## config.mk

```make
export PLATFORM = sky130hd
export DESIGN_NAME = note_scroll_buffer
export DESIGN_NICKNAME = d
export VERILOG_FILES = /design/src/rtl/note_scroll_buffer_pkg.sv /design/src/rtl/note_scroll_buffer_fifo.sv /design/src/rtl/note_scroll_buffer.sv
export SDC_FILE = /design/constraint.sdc
export NUM_CORES = 1
export LEC_CHECK = 0
export CAP_MARGIN = 10
export CELL_PAD_IN_SITES_DETAIL_PLACEMENT = 1
export CELL_PAD_IN_SITES_GLOBAL_PLACEMENT = 2
export CORE_MARGIN = 8
export CORE_UTILIZATION = 33
export CTS_BUF_LIST = sky130_fd_sc_hd__clkbuf_2 sky130_fd_sc_hd__clkbuf_4 sky130_fd_sc_hd__clkbuf_8
export DETAILED_ROUTE_END_ITERATION = 6
export PLACE_DENSITY_LB_ADDON = 0.1
export SYNTH_ARGS = -nofsm -noshare
export SYNTH_HDL_FRONTEND = slang
export SYNTH_SLANG_ARGS = --single-unit
```

## constraint.sdc

```tcl
create_clock -name clock -period 4.74 [get_ports clock]
set_input_delay 1.185 -clock clock [delete_from_list [all_inputs] [get_ports clock]]
set_output_delay 1.185 -clock clock [all_outputs]
set_load 0.02 [all_outputs]
```

## src/rtl/note_scroll_buffer_pkg.sv

```systemverilog
// note_scroll_buffer_pkg: shared note width, staff geometry defaults and scroll FSM states.
// The geometry defaults are also used by the VGA staff renderer.
package note_scroll_buffer_pkg;

    localparam int NOTE_W            = 6;
    localparam int DEF_SLOT_WIDTH_PX = 32;
    localparam int DEF_STEP_PX       = 4;

    typedef enum logic [1:0] {
        IDLE,
        ANIM,
        COMMIT
    } state_e;

endpackage

```

## src/rtl/note_scroll_buffer_fifo.sv

```systemverilog
// note_fifo: synchronous pending-note FIFO with wrap-bit pointers.
// A push while full is accepted only when a pop frees a slot in the same cycle.
module note_fifo
    import note_scroll_buffer_pkg::*;
#(
    parameter int DEPTH = 4
) (
    input  logic              clock,
    input  logic              reset,
    input  logic              push,
    input  logic              pop,
    input  logic [NOTE_W-1:0] din,
    output logic [NOTE_W-1:0] dout,
    output logic              empty,
    output logic              full
);

    localparam int AW = $clog2(DEPTH);

    logic [NOTE_W-1:0] mem_q [DEPTH];
    logic [AW:0]       wr_q, wr_d;
    logic [AW:0]       rd_q, rd_d;
    logic              do_push;
    logic              do_pop;

    assign empty   = wr_q == rd_q;
    assign full    = (wr_q[AW] != rd_q[AW]) && (wr_q[AW-1:0] == rd_q[AW-1:0]);
    assign do_pop  = pop && !empty;
    assign do_push = push && (!full || do_pop);
    assign dout    = mem_q[rd_q[AW-1:0]];

    always_comb begin
        wr_d = do_push ? wr_q + 1'b1 : wr_q;
        rd_d = do_pop ? rd_q + 1'b1 : rd_q;
    end

    always_ff @(posedge clock or posedge reset) begin
        if (reset) begin
            wr_q <= '0;
            rd_q <= '0;
        end else begin
            wr_q <= wr_d;
            rd_q <= rd_d;
        end
    end

    always_ff @(posedge clock) begin
        if (do_push) mem_q[wr_q[AW-1:0]] <= din;
    end

endmodule

```

## src/rtl/note_scroll_buffer.sv

```systemverilog
// note_scroll_buffer: history of the last NUM_SLOTS staff notes with a queued,
// frame-paced left-scroll animation and a combinational slot read port.
module note_scroll_buffer
    import note_scroll_buffer_pkg::*;
#(
    parameter int NUM_SLOTS     = 8,
    parameter int SLOT_WIDTH_PX = DEF_SLOT_WIDTH_PX,
    parameter int STEP_PX       = DEF_STEP_PX,
    parameter int QUEUE_DEPTH   = 4
) (
    input  logic                             clock,
    input  logic                             reset,
    input  logic [NOTE_W-1:0]                notaActual,
    input  logic                             movimientoIzquierda,
    input  logic                             movimientoDerecha,
    input  logic                             frame_tick,
    input  logic [$clog2(NUM_SLOTS)-1:0]     slot_index,
    output logic [NOTE_W-1:0]                slot_note,
    output logic                             slot_valid,
    output logic [$clog2(SLOT_WIDTH_PX)-1:0] scroll_offset,
    output logic                             busy,
    output logic                             overflow
);

    localparam int OFF_W = $clog2(SLOT_WIDTH_PX);
    localparam logic [OFF_W-1:0] LAST_OFF = OFF_W'(SLOT_WIDTH_PX - STEP_PX);
    localparam logic [OFF_W-1:0] STEP     = OFF_W'(STEP_PX);

    state_e                             state_q, state_d;
    logic [OFF_W-1:0]                   off_q, off_d;
    logic [NOTE_W-1:0]                  cur_q, cur_d;
    logic [NUM_SLOTS-1:0][NOTE_W-1:0]   note_q, note_d;
    logic [NUM_SLOTS-1:0]               valid_q, valid_d;
    logic                               ovf_q, ovf_d;
    logic                               pop;
    logic                               empty;
    logic                               full;
    logic [NOTE_W-1:0]                  fifo_dout;

    note_fifo #(.DEPTH(QUEUE_DEPTH)) u_fifo (
        .clock (clock),
        .reset (reset),
        .push  (movimientoIzquierda),
        .pop   (pop),
        .din   (notaActual),
        .dout  (fifo_dout),
        .empty (empty),
        .full  (full)
    );

    assign pop           = (state_q == IDLE) && !empty;
    assign busy          = (state_q != IDLE) || !empty;
    assign overflow      = ovf_q;
    assign scroll_offset = off_q;
    assign slot_note     = note_q[slot_index];
    assign slot_valid    = valid_q[slot_index];

    always_comb begin
        state_d = state_q;
        off_d   = off_q;
        cur_d   = cur_q;
        note_d  = note_q;
        valid_d = valid_q;
        ovf_d   = ovf_q || (movimientoIzquierda && full && !pop);
        case (state_q)
            IDLE: begin
                if (!empty) begin
                    cur_d   = fifo_dout;
                    off_d   = '0;
                    state_d = ANIM;
                end else if (movimientoDerecha && !movimientoIzquierda) begin
                    note_d  = {note_q[NUM_SLOTS-2:0], NOTE_W'(0)};
                    valid_d = {valid_q[NUM_SLOTS-2:0], 1'b0};
                end
            end
            ANIM: begin
                if (frame_tick) begin
                    state_d = (off_q == LAST_OFF) ? COMMIT : ANIM;
                    off_d   = (off_q == LAST_OFF) ? off_q : off_q + STEP;
                end
            end
            COMMIT: begin
                note_d  = {cur_q, note_q[NUM_SLOTS-1:1]};
                valid_d = {1'b1, valid_q[NUM_SLOTS-1:1]};
                off_d   = '0;
                state_d = IDLE;
            end
            default: state_d = IDLE;
        endcase
    end

    always_ff @(posedge clock or posedge reset) begin
        if (reset) begin
            state_q <= IDLE;
            off_q   <= '0;
            cur_q   <= '0;
            note_q  <= '0;
            valid_q <= '0;
            ovf_q   <= 1'b0;
        end else begin
            state_q <= state_d;
            off_q   <= off_d;
            cur_q   <= cur_d;
            note_q  <= note_d;
            valid_q <= valid_d;
            ovf_q   <= ovf_d;
        end
    end

endmodule

```

# [Yosys cells after proc, flatten, opt, wreduce, memory -nomap -nowiden]
# Memory sizes are Yosys's and may differ from the RTL's. A register that Yosys moved wholly into a read port is not among the register bits.
# Cells that the tools add are included.
[totals] mem_bits_ro=0 latchBits=0 memories=1 output_inout_bits=14 ramBits=24 ff_bits=70
[memory_table] name="u_fifo.mem_q" depth=4 width=6 rd=1 rd_ports_with_merged_regs=1 write_ports=1 line_no="note_scroll_buffer_fifo.sv:20" source="logic [NOTE_W-1:0] mem_q [DEPTH];"
[op_classes] shifts=0 n_div=0 mux=20 n_reduce_logical=22 eq_ne=11 bitwise=1 n_mul=0 n_lt_le_gt_ge=1 n_addsub=3
[op_table] operator="2-to-1 mux 48 bit" n=2
[op_table] operator="case mux 48 bit (2 select lines)" n=1
[op_table] operator="binary-select mux 6 bit (select 3 bit)" n=1
[op_table] operator="2-to-1 mux 8 bit" n=2
[op_table] operator="case mux 8 bit (2 select lines)" n=1
[op_table] operator="2-to-1 mux 5 bit" n=3
[op_table] operator="case mux 5 bit (3 select lines)" n=1
[op_table] operator="!= test 2 bit (second input constant)" n=4
[op_table] operator="logical AND 1 bit" n=7
[op_table] operator="adder 3 x 1 -> 3 bit (second input constant)" n=2
[op_table] operator="2-to-1 mux 2 bit" n=3
[op_table] operator="2-to-1 mux 6 bit" n=1
[op_table] operator="adder 5 x 3 -> 5 bit (second input constant)" n=1
[op_table] operator="equality test 5 bit (second input constant)" n=1
[op_table] operator="zero test 1 bit" n=4
[op_table] operator="< comparator 3 x 4 -> 1 bit (second input constant)" n=1
[op_table] operator="case mux 2 bit (2 select lines)" n=1
[op_table] operator="AND reduction 2 bit" n=2
[op_table] operator="AND reduction 4 bit" n=1
[op_table] operator="nonzero test 2 bit" n=2
[op_table] operator="binary-select mux 1 bit (select 3 bit)" n=1
[op_table] operator="equality test 3 bit" n=1
[op_table] operator="logical OR 1 bit" n=3
[op_table] operator="2-to-1 mux 1 bit" n=3
[op_table] operator="9 further kinds" n=9

# [Depth between registers and ports, before layout]
[logic_depth] word_depth=8 depth_mapped=7 ltp_nobuf=6

# [Cells and area by module]
# Synthesis repeated with hierarchy kept, for this count alone.
[unflattened] hier_cells=386 hier_area_um2=4912.2
[modules_own_cells] module="note_scroll_buffer" area_each_um2=3553.4 seq_area_each_um2=1701.6 instances=1 cells_per_inst=318
[modules_own_cells] module="note_fifo" area_each_um2=1358.8 seq_area_each_um2=870.8 instances=1 cells_per_inst=68

# [Worst setup path before layout]
# Ideal clock, no wire load.
[synth_timing] path_type="input -> output" from="input slot_index[0]" to="output slot_note[0]" n_path_buf=2 stages=4 t_arrival_ns=2.599 setup_slack_ns=0.956 cell_sequence="clkbuf_1 buf_2 mux4_2 mux2_2"
[synth_via] elab_chain_len=2
[synth_lines] element="start, declared" line_no="note_scroll_buffer.sv:17" source="input logic [$clog2(NUM_SLOTS)-1:0] slot_index,"
[synth_lines] element="binary-select mux 6 bit (select 3 bit)" line_no="note_scroll_buffer.sv:55" source="assign slot_note = note_q[slot_index];"
[synth_lines] element="2-to-1 mux 6 bit (not written as such)" line_no="note_scroll_buffer.sv:55"
[synth_lines] element="end, declared" line_no="note_scroll_buffer.sv:18" source="output logic [NOTE_W-1:0] slot_note,"
# Every way passes these cells. The select of a mux whose other input is x is not followed.

# [Worst setup path in the final report]
[layout_timing] from="input slot_index[1]" to="output slot_note[1]"
# The elaborated chain is that of the path after synthesis.

==> impl_metrics.toml <==
[grt]
grt_remaining_overflow = 0
track_usage = 0.138
grt_antenna_before_repair = 0
grt_pass1_vias = 3751
grt_max_degree = 99
grt_pass1_wl_um = 21700

[cells_and_area]
diodes = 0
layout_common_cells = "dfrtp_1, inv_1, nand3_1, a22oi_1, o311ai_0"
nets = 459
drive_above_1_share = 0.163
final_util = 0.377
fillCellCount = 1636
area_growth_pct = 12.0
final_common_cell = "dfrtp_1"
final_cells = 630

[outcome]
status = "finished, final reports clean"

[clock_network]
cts.sinks = 98
cts_hold_buf = 0
cts_resized = 0
clk_pin_slew_worst_paths_ns = 0.10
tritoncts = "done"
cts_buffers = 9
cts-root-buf = "clkbuf_8"
cts_setup_buffers = 0
h-tree-depth = 3
cts_buffer_depth = 2
clock_latency_ns = 0.39

[floorplan]
start_util = 0.337
num_io_pins = 28
fp.dieH_um = 141
row_count = 45
coreArea_mm2 = 0.0152
fp.dieW_um = 141
die_area_mm2 = 0.0197

[job]
maxCapViolCount = 0

[sta]
rsz0062_at_grt = "no"
fmax_ghz = 0.227
slew_violations = 0
finalCriticalPeriod_ns = 4.41
tightest_slew_ns = 1.05
skew_ns = 0.0110
slew_headroom = 0.297
hold_viol = 0
finalSetupViolations = 0
period_share = 0.931
holdWs_ns = 0.508
setup_tns_ns = 0

[setup_path]
r2r_slack_ns = 2.31
end_kind = "output port"
startpoint_type = "input port"
worst_r2r_startpoint = "state_q[0]"
arrival_ns = 3.23
r2r_cells = 5
reg2reg_to = "note_q[28]"
critPathKind = "in2out"
path_max_fanout = 7
required_ns = 3.56

[power_and_ir_drop]
power.total_uw = 2630
peakVddDrop_v = 0.000216
cellPowerDensity_mw_per_mm2 = 458
total_leakage_power_uw = 0.00235

[routing]
drt_iter0_drc = 254
drt_wl_total_um = 12800
vias = 3641
drc = 0
ant_nets = 0
first_pass_iters = 4
viasPerCell = 5.78
routedWlPerCell_um = 20.3

[synthesis]
synth_area_per_cell_um2 = 11.8
ys.warnings.count = 0
postSynthCellCount = 432
synthesis.area_mm2 = 0.00512
ys_ff_latch = 98
yosysSeqAreaShare = 0.503
yosysUniqueCellTypes = 40

[place]
portBuffers = 25
place.detailed.hpwl_um = 7820
placedCellCount = 614
gp_congestion = 0.710

[worst_hold_path]
holdPathStages = 1
hold_class = "reg2reg"
worstHoldStart = "overflow"
worstHoldEndpoint = "overflow"
-- flip-flops by register name (all words and copies together) (netlist names) --
register	flops
cur_q	6
note_q	48
overflow	1
scroll_offset	3
state_q	2
u_fifo.mem_q	24
u_fifo.rd_q	3
u_fifo.wr_q	3
valid_q	8
-- layer usage --
| layer | track usage | vias to the layer above | routed length, µm |
|---|---|---|---|
| met5 | 0 | - | 0 |
| met4 | 0.0271 | 0 | 95 |
| met3 | 0.0374 | 5 | 433 |
| met2 | 0.213 | 49 | 5960 |
| met1 | 0.191 | 1914 | 6310 |
| li1 | - | 1673 | - |
-- worst max-delay path by stage --
stage,from,end,slack (ns),cells after the start
6_report,slot_index[1],slot_note[1],0.33,5
5_1_grt,slot_index[1],slot_note[0],0.23,5
4_1_cts,slot_index[1],slot_note[1],0.29,5
3_5_place_dp,slot_index[1],slot_note[1],0.30,5
3_3_place_gp,slot_index[1],slot_note[1],0.34,5
2_1_floorplan,slot_index[0],slot_note[0],0.96,4
-- critical path: stages --
cell and delay, ns:
clkdlybuf4s50_1 0.66, buf_4 0.24, mux4_2 0.30, mux2_2 0.29
clkdlybuf4s50_1 0.55
-- cells by family after synthesis --
group                    count (synthesis)  share of synthesized area
AO/OA/AOI/OAI                          113                      0.184
XOR/XNOR                                 9                     0.0154
adder cells (fa/ha/maj)                  8                     0.0196
buffers and inverters                   96                     0.0799
flip-flops                              98                      0.503
multiplexers                            37                      0.125
other                                    1                   0.000733
AND/OR/NAND/NOR                         70                     0.0729
-- stage by stage --
step	worst slack [ns]	cell area, µm²
floorplan	0.956	5120
global placement	0.341	5520
detailed placement	0.303	5520
CTS	0.295	5730
global route	0.227	5730
finish	0.327	5730
-- Yosys cell counts --
cell,n,area share
a21oi_1,1,0.00098
a22o_1,8,0.014
a22oi_1,48,0.070
a311oi_1,1,0.0017
a31o_2,1,0.0017
a32o_1,3,0.0059
a32oi_1,1,0.0017
and3_1,3,0.0037
and4b_1,1,0.0020
buf_1,2,0.0015
buf_2,7,0.0068
buf_4,2,0.0029
buf_6,4,0.0088
clkbuf_1,26,0.019
clkbuf_2,2,0.0020
conb_1,1,0.00073
dfrtp_1,74,0.36
edfxtp_1,24,0.14
ha_1,8,0.020
inv_1,53,0.039
mux2_2,16,0.035
mux2i_1,1,0.0020
mux4_2,20,0.088
nand2_1,6,0.0044
nand2b_1,1,0.0012
nand3_1,48,0.047
nand4_1,1,0.0012
nor2_1,3,0.0022
nor2b_1,1,0.0012
nor3_1,2,0.0020
nor3b_1,1,0.0015
nor4_1,1,0.0012
nor4_4,1,0.0042
o21bai_4,1,0.0037
o311ai_0,29,0.050
o311ai_1,19,0.033
o31a_1,1,0.0017
or2_2,1,0.0012
xnor2_1,4,0.0068
xor2_1,5,0.0086
-- report_power, final --
part / internal, µW / leakage [µW] / switching, µW / total, µW
Sequential: 1020 / 0.000958 / 128 / 1150
Combinational: 396 / 0.00129 / 497 / 893
Clock: 253 / 0.0000988 / 332 / 586
Total: 1670 / 0.00235 / 957 / 2630
-- final cells by class --
class	instances	area [µm²]	share of cell area
clock buffer	9	124	0.0216
clock inverter	7	82.6	0.0144
inverter	53	200	0.0349
multi-input combinational	239	2150	0.376
sequential	98	2570	0.449
tap	188	235	0.0411
timing repair buffer	36	358	0.0625
(Power assumes the default switching activity.)
